[src/rtl/bram_pkg.sv]
// Shared definitions for the byte-enabled dual-port BRAM: write modes,
// legal read latencies and the byte-lane merge helper.
package bram_pkg;

  localparam int NO_CHANGE   = 0;
  localparam int READ_FIRST  = 1;
  localparam int WRITE_FIRST = 2;

  localparam int READ_LAT_MIN = 1;
  localparam int READ_LAT_MAX = 3;

  // The merge helper works on a fixed maximum width; callers zero-extend and truncate.
  localparam int MERGE_WIDTH_MAX = 256;
  localparam int MERGE_BYTES_MAX = MERGE_WIDTH_MAX / 8;

  function automatic logic [MERGE_WIDTH_MAX-1:0] merge_bytes(
    input logic [MERGE_WIDTH_MAX-1:0] old_word,
    input logic [MERGE_WIDTH_MAX-1:0] new_word,
    input logic [MERGE_BYTES_MAX-1:0] we
  );
    logic [MERGE_WIDTH_MAX-1:0] res;
    res = old_word;
    for (int i = 0; i < MERGE_BYTES_MAX; i++) begin
      if (we[i]) res[8*i +: 8] = new_word[8*i +: 8];
    end
    return res;
  endfunction

endpackage

[src/rtl/bram_rd_pipe.sv]
// Read-data pipeline stages 2..READ_LAT for one BRAM port; stages always
// advance, so dout keeps its last value while valid bubbles are flowing.
module bram_rd_pipe #(
  parameter int RAM_WIDTH = 32,
  parameter int READ_LAT  = 2
) (
  input  logic                 clk_i,
  input  logic                 rstn_i,
  input  logic [RAM_WIDTH-1:0] stage1_data,
  input  logic                 stage1_valid,
  output logic [RAM_WIDTH-1:0] dout,
  output logic                 valid
);

  if (READ_LAT <= 1) begin : g_pass
    logic unused_clk_rst;
    assign unused_clk_rst = clk_i ^ rstn_i;
    assign dout  = stage1_data;
    assign valid = stage1_valid;
  end else begin : g_regs
    logic [READ_LAT-2:0][RAM_WIDTH-1:0] data_q;
    logic [READ_LAT-2:0]                valid_q;

    always_ff @(posedge clk_i or negedge rstn_i) begin
      if (!rstn_i) begin
        data_q  <= '0;
        valid_q <= '0;
      end else begin
        data_q[0]  <= stage1_data;
        valid_q[0] <= stage1_valid;
        for (int i = 1; i < READ_LAT - 1; i++) begin
          data_q[i]  <= data_q[i-1];
          valid_q[i] <= valid_q[i-1];
        end
      end
    end

    assign dout  = data_q[READ_LAT-2];
    assign valid = valid_q[READ_LAT-2];
  end

endmodule

[src/rtl/bram_tdp_be_pipe.sv]
// True dual-port block RAM with byte enables, per-port write modes,
// configurable read latency with valid tags and write-write collision flag.
module bram_tdp_be_pipe
  import bram_pkg::*;
#(
  parameter int RAM_WIDTH  = 32,
  parameter int ADDR_LINES = 4,
  parameter int RAM_DEPTH  = 1 << ADDR_LINES,
  parameter int READ_LAT   = 2,
  parameter int MODE_A     = NO_CHANGE,
  parameter int MODE_B     = NO_CHANGE
) (
  input  logic                   clk_i,
  input  logic                   rstn_i,
  input  logic                   ena,
  input  logic [RAM_WIDTH/8-1:0] wea,
  input  logic [ADDR_LINES-1:0]  addra,
  input  logic [RAM_WIDTH-1:0]   dina,
  output logic [RAM_WIDTH-1:0]   douta,
  output logic                   valida,
  input  logic                   enb,
  input  logic [RAM_WIDTH/8-1:0] web,
  input  logic [ADDR_LINES-1:0]  addrb,
  input  logic [RAM_WIDTH-1:0]   dinb,
  output logic [RAM_WIDTH-1:0]   doutb,
  output logic                   validb,
  output logic                   collision
);

  localparam int NBYTES = RAM_WIDTH / 8;

  if (READ_LAT < READ_LAT_MIN || READ_LAT > READ_LAT_MAX) begin : g_bad_lat
    $error("bram_tdp_be_pipe: READ_LAT must be within 1..3");
  end
  if (RAM_WIDTH % 8 != 0) begin : g_bad_width
    $error("bram_tdp_be_pipe: RAM_WIDTH must be a multiple of 8");
  end
  if (RAM_WIDTH > MERGE_WIDTH_MAX) begin : g_too_wide
    $error("bram_tdp_be_pipe: RAM_WIDTH exceeds merge helper width");
  end

  logic [RAM_WIDTH-1:0] mem [RAM_DEPTH];

  // Port A is assigned last so it wins every lane both ports write.
  always_ff @(posedge clk_i) begin
    for (int i = 0; i < NBYTES; i++) begin
      if (enb && web[i]) mem[addrb][8*i +: 8] <= dinb[8*i +: 8];
      if (ena && wea[i]) mem[addra][8*i +: 8] <= dina[8*i +: 8];
    end
  end

  for (genvar gi = 0; gi < 2; gi++) begin : g_port
    localparam int MODE = (gi == 0) ? MODE_A : MODE_B;

    logic                  port_en;
    logic [NBYTES-1:0]     port_we;
    logic [ADDR_LINES-1:0] port_addr;
    logic [RAM_WIDTH-1:0]  port_din;
    logic [RAM_WIDTH-1:0]  old_word;
    logic [RAM_WIDTH-1:0]  new_word;
    logic [RAM_WIDTH-1:0]  s1_data_reg;
    logic                  s1_valid_reg;
    logic [RAM_WIDTH-1:0]  pipe_dout;
    logic                  pipe_valid;

    assign port_en   = (gi == 0) ? ena   : enb;
    assign port_we   = (gi == 0) ? wea   : web;
    assign port_addr = (gi == 0) ? addra : addrb;
    assign port_din  = (gi == 0) ? dina  : dinb;

    // Array is read before this edge's writes land: read-first across ports.
    assign old_word = mem[port_addr];
    assign new_word = RAM_WIDTH'(merge_bytes(MERGE_WIDTH_MAX'(old_word),
                                             MERGE_WIDTH_MAX'(port_din),
                                             MERGE_BYTES_MAX'(port_we)));

    always_ff @(posedge clk_i or negedge rstn_i) begin
      if (!rstn_i) begin
        s1_data_reg  <= '0;
        s1_valid_reg <= 1'b0;
      end else if (!port_en) begin
        s1_valid_reg <= 1'b0;
      end else if (port_we == '0) begin
        s1_data_reg  <= old_word;
        s1_valid_reg <= 1'b1;
      end else if (MODE == READ_FIRST) begin
        s1_data_reg  <= old_word;
        s1_valid_reg <= 1'b1;
      end else if (MODE == WRITE_FIRST) begin
        s1_data_reg  <= new_word;
        s1_valid_reg <= 1'b1;
      end else begin
        s1_valid_reg <= 1'b0;
      end
    end

    bram_rd_pipe #(
      .RAM_WIDTH (RAM_WIDTH),
      .READ_LAT  (READ_LAT)
    ) u_rd_pipe (
      .clk_i        (clk_i),
      .rstn_i       (rstn_i),
      .stage1_data  (s1_data_reg),
      .stage1_valid (s1_valid_reg),
      .dout         (pipe_dout),
      .valid        (pipe_valid)
    );
  end

  assign douta  = g_port[0].pipe_dout;
  assign valida = g_port[0].pipe_valid;
  assign doutb  = g_port[1].pipe_dout;
  assign validb = g_port[1].pipe_valid;

  always_ff @(posedge clk_i or negedge rstn_i) begin
    if (!rstn_i) begin
      collision <= 1'b0;
    end else begin
      collision <= ena && enb && (addra == addrb) && ((wea & web) != '0);
    end
  end

endmodule

[config.mk]
export PLATFORM = sky130hd
export DESIGN_NAME = bram_tdp_be_pipe
export DESIGN_NICKNAME = d
export VERILOG_FILES = /design/src/rtl/bram_pkg.sv /design/src/rtl/bram_rd_pipe.sv /design/src/rtl/bram_tdp_be_pipe.sv
export SDC_FILE = /design/constraint.sdc
export NUM_CORES = 1
export LEC_CHECK = 0
export CAP_MARGIN = 20
export CORE_AREA = 4 4 255 257
export DETAILED_ROUTE_END_ITERATION = 10
export DIE_AREA = 0 0 259 261
export PLACE_DENSITY = 0.76
export SLEW_MARGIN = 0
export SYNTH_ARGS = -nofsm -noshare
export SYNTH_HDL_FRONTEND = slang
export SYNTH_SLANG_ARGS = --single-unit
export TNS_END_PERCENT = 10
[constraint.sdc]
create_clock -name clk_i -period 1.3 [get_ports clk_i]
set_input_delay 0.325 -clock clk_i [delete_from_list [all_inputs] [get_ports clk_i]]
set_output_delay 0.325 -clock clk_i [all_outputs]
set_load 0.02 [all_outputs]
Word level (Yosys, flattened, before mapping):

Memories as Yosys holds them, arrays and structs flattened. A register that Yosys moved wholly into a read port is not among the register bits.
Index checks and enable logic that the tools add are counted.

* add/sub/neg operators: 0
* $mul: 0
* divide/modulo/power cells: 0
* magnitude comparators: 0
* equality and inequality tests: 1
* shifts and indexed selects: 0
* muxes and demuxes: 20
* bitwise operators: 1
* reductions and logical operators: 18

Operator list (number)
* $mux W1: 20
* $logic_and A1 B1 Y1: 11
* $logic_not A4 Y1: 2
* $and A4 B4 Y4: 1
* $eq A4 B4 Y1: 1
* $reduce_and A2 Y1: 2
* $reduce_bool A4 Y1: 1
* $logic_not A1 Y1: 2

* bits in registers: 69
* latch bits: 0
* bits in writable memories: 512
* ROM bits: 0
* output and inout bits: 67
* memories kept: 1

Memories
* mem: depth 16, bits a word 32, read ports 2, clocked after memory_dff 2, wr ports 2, RTL line bram_tdp_be_pipe.sv:42 `logic [RAM_WIDTH-1:0] mem [RAM_DEPTH];`

Logic depth before layout (Yosys ltp):

* depth in word-level cells: 3
* mapped depth: 7

By module:

From an unflattened synthesis, not the netlist that was laid out.

* cells, all modules: 2082
* area total of the unflattened synthesis: 34843.4 µm²

By module, submodules not included
* bram_tdp_be_pipe: times used 1, cells an instance 2016, area each 33191.8 µm², sequential area each 17051.4 µm²
* bram_rd_pipe: times used 2, cells an instance 33, area each 825.8 µm², sequential area each 825.8 µm²

Worst setup path after synthesis:

No wires, ideal clock.

* path type: in2reg
* from: input addrb[3]
* to: memory mem[8][16], enable pin
* setup time: 0.384 ns
* data arrival time: 1.900 ns
* data required time: 0.916 ns
* slack: -0.984 ns
* stages on the path: 5
* buffers on the path: 2
* path through: buf_2 > buf_1 > nor2b_1 > nand3_1 > o21ai_0

RTL lines
* start, declared: RTL line bram_tdp_be_pipe.sv:23 `input logic [ADDR_LINES-1:0] addrb,`
* end, declared: RTL line bram_tdp_be_pipe.sv:42

Final worst setup path:

* from: register g_port[0].u_rd_pipe.g_regs.data_q, in the netlist g_port[0].u_rd_pipe.dout[10]
* to: output douta[10]

RTL lines
* start, declared: RTL line bram_rd_pipe.sv:21 `logic [READ_LAT-2:0][RAM_WIDTH-1:0] data_q;`
* start signal, assigned by index: RTL line bram_rd_pipe.sv:32 `data_q[i] <= data_q[i-1];`
* end, declared: RTL line bram_tdp_be_pipe.sv:19 `output logic [RAM_WIDTH-1:0] douta,`

No word-level cell between the ends.

==> impl_metrics.ini <==
[synthesis]
ys_top_cells_by_area = edfxtp_1 44%, mux2_2 17%, mux4_2 17%, dfrtp_1 9.6%, mux2i_1 1.8%
ys.flop_type = edfxtp_1
syn_nets = 2166
async_reset_ff_frac = 0.2062
synth_area_leader_cell = edfxtp_1
netlist.area_leader.share = 0.4424
ys_warn_count = 0
syn_inst = 2082
synth-edff-count = 512
ys_seq_area_frac = 0.5382
synth_area_per_cell_um2 = 16.69
syn_area_um2 = 34750
synth.ff_latch_count = 645
ys_types = 34

[layout]
final_cells = 3436
syn_to_final_growth_pct = 31.92
layout-drive-gt1-share = 0.6516
fill_cells = 3612
final_cell_mix = 512 x edfxtp_1, 504 x mux2_2, 256 x mux4_2
largest_register_ffs = 512
final_common_cell = edfxtp_1
post-route-util = 0.7307
nNetsFinal = 2619

[critical_path]
r2r_setup_slack_ns = -0.14
critical_path_class = register to output pin
end_kind = output pin
startpoint_type = register
slowest_stage = dfrtp_1
rr_startpoint = mem[8][11]
timing.rr.end = g_port[0].s1_data_reg[11]
critPathMaxStageDelay_ns = 0.39
worstPathBufferInverterCount = 1
reg2reg_depth = 4
crit_fanout = 1
cp-startpoint = g_port[0].u_rd_pipe.dout[10]
required_ns = 0.98
cp_data_arrival_time_ns = 1.14
crit_family = flip-flops
crit_chain = buf_6

[pwr]
p_leak_uw = 0.01598
fin_total_pwr_uw = 53570
power.density_nw_per_um2 = 1169
ir_drop_mv = 1.096

[timing]
hold_viol_final = 0
post-route-min-period_ns = 1.468
worstMarginPinSlew_ns = 0.6016
slew_violations = 0
hold_ws_ns = 0.2334
setup_violations = 191
fin_ws_ns = -0.1677
min_period_over_period = 1.129
rsz0062_at_grt = true
fin_skew_ns = 0.01378
max_clock_freq_ghz = 0.6813
slew-limit-headroom = 0.5958

[detailed_routing]
viasPerCell = 6.851
ant_nets = 0
dr_total_vias = 23540
routedWlPerCell_um = 32.57
drtIter0Drc = 2843
remaining_drc_errors = 0
drt_wl_total_um = 111900
dr.pass1.iters = 7

[floorplan]
core_um2 = 62740
die_x_um = 259
die_area_um2 = 67600
fp.dieH_um = 261
io_pins = 151
placementRows = 92
floorplan.initialDensity = 0.5539

[global_routing]
grt_pass1_wl_um = 162600
grt-ovfl-total = 0
grt_max_degree = 68
grtUsageTotal = 0.3261
grt_pass1_vias = 25230
antenna_found_initial = 1

[clocking]
cts_buffers = 71
clock_latency_ns = 0.61
cts.sinks = 645
cts_tree = done
clock_path_buffers = 3
htree_levels = 3
clockRootBuffer = clkbuf_16
cts.clk_slew.worst_paths_ns = 0.06

[placed_design]
dp_hpwl_um = 72220
pre_cts_ws_ns = -1.600
io_buffer_count = 150
dp.cells = 3279
gp_congestion = 0.9271

[run_status]
violations = negative setup slack
status = finished with violations

[run]
maxCapViolCount = 0

[hold_path]
min_path_type = input port to asynchronous set/reset pin
[Yosys cell counts (6+ instances only)]
cell type / number
o22ai_1: 88
dfrtp_1: 133
mux2_2: 512
nand2b_1: 10
buf_2: 61
nor3_4: 19
nor2_2: 24
buf_1: 6
a21oi_1: 64
o21bai_1: 28
nand3_1: 19
nor3_2: 9
edfxtp_1: 512
clkbuf_1: 112
a221oi_1: 65
o21ai_0: 12
mux2i_1: 64
nand2_1: 10
buf_4: 23
mux4_2: 256
nor2b_1: 6
nand4_2: 19
[report_power, final]
group / leakage (µW) / switching, µW / internal (µW)
clock network: 0.00111 / 8310 / 11600
logic: 0.00871 / 4640 / 4410
registers: 0.00615 / 788 / 23800
total: 0.0160 / 13700 / 39800
[cells by family after synthesis]
| group | share of synthesized area |
|---|---|
| XOR/XNOR | 0.001008 |
| flip-flops | 0.5382 |
| buffers and inverters | 0.02747 |
| multiplexers | 0.3503 |
| AND/OR/NAND/NOR | 0.03359 |
| AO/OA/AOI/OAI | 0.04947 |
[through the flow]
stage / TNS, ns / instance area, µm²
2_1_floorplan: -514.05 / 35520
3_3_place_gp: -1143.35 / 41820
3_5_place_dp: -1167.82 / 41820
4_1_cts: -17.80 / 44870
5_1_grt: -18.56 / 45840
6_report: -13.73 / 45840
[how the worst max path moves through the flow]
| stage | endpoint | cells after the start |
|---|---|---|
| 2_1_floorplan | mem[3][0] | 5 |
| 3_3_place_gp | mem[8][8] | 5 |
| 3_5_place_dp | mem[8][16] | 5 |
| 4_1_cts | douta[10] | 1 |
| 5_1_grt | douta[1] | 1 |
| 6_report | douta[10] | 1 |
[per-layer routing]
layer  part of all wire  GRT usage  up-vias
met5            0.00011          0        -
met4              0.050     0.1546        2
met3               0.10    0.07262      307
met2               0.49     0.5379     1455
met1               0.36     0.4167    12200
li1                   -          -     9582
[repair_timing]
item | in CTS | in global routing
cloned | 6 | 5
endpoints found under the setup margin | 1157 | 676
hold buffers | 1 | 0
resized for setup | 476 | 191
buffers inserted | 14 | 6
pin swaps | 39 | 33
endpoints found under the hold margin | 133 | 0
[layout make-up]
cell class                 count  area (µm²)  share of cell area
clock inverter                29       246.5            0.005377
clock buffer                  98        2021             0.04408
multi-input combinational   1233       16990              0.3706
antenna                        1       2.502          0.00005459
timing repair buffer         584        6820              0.1488
sequential                   645       18700              0.4080
tap                          846        1059             0.02309
Note: power is estimated with default switching activity, not from simulation.
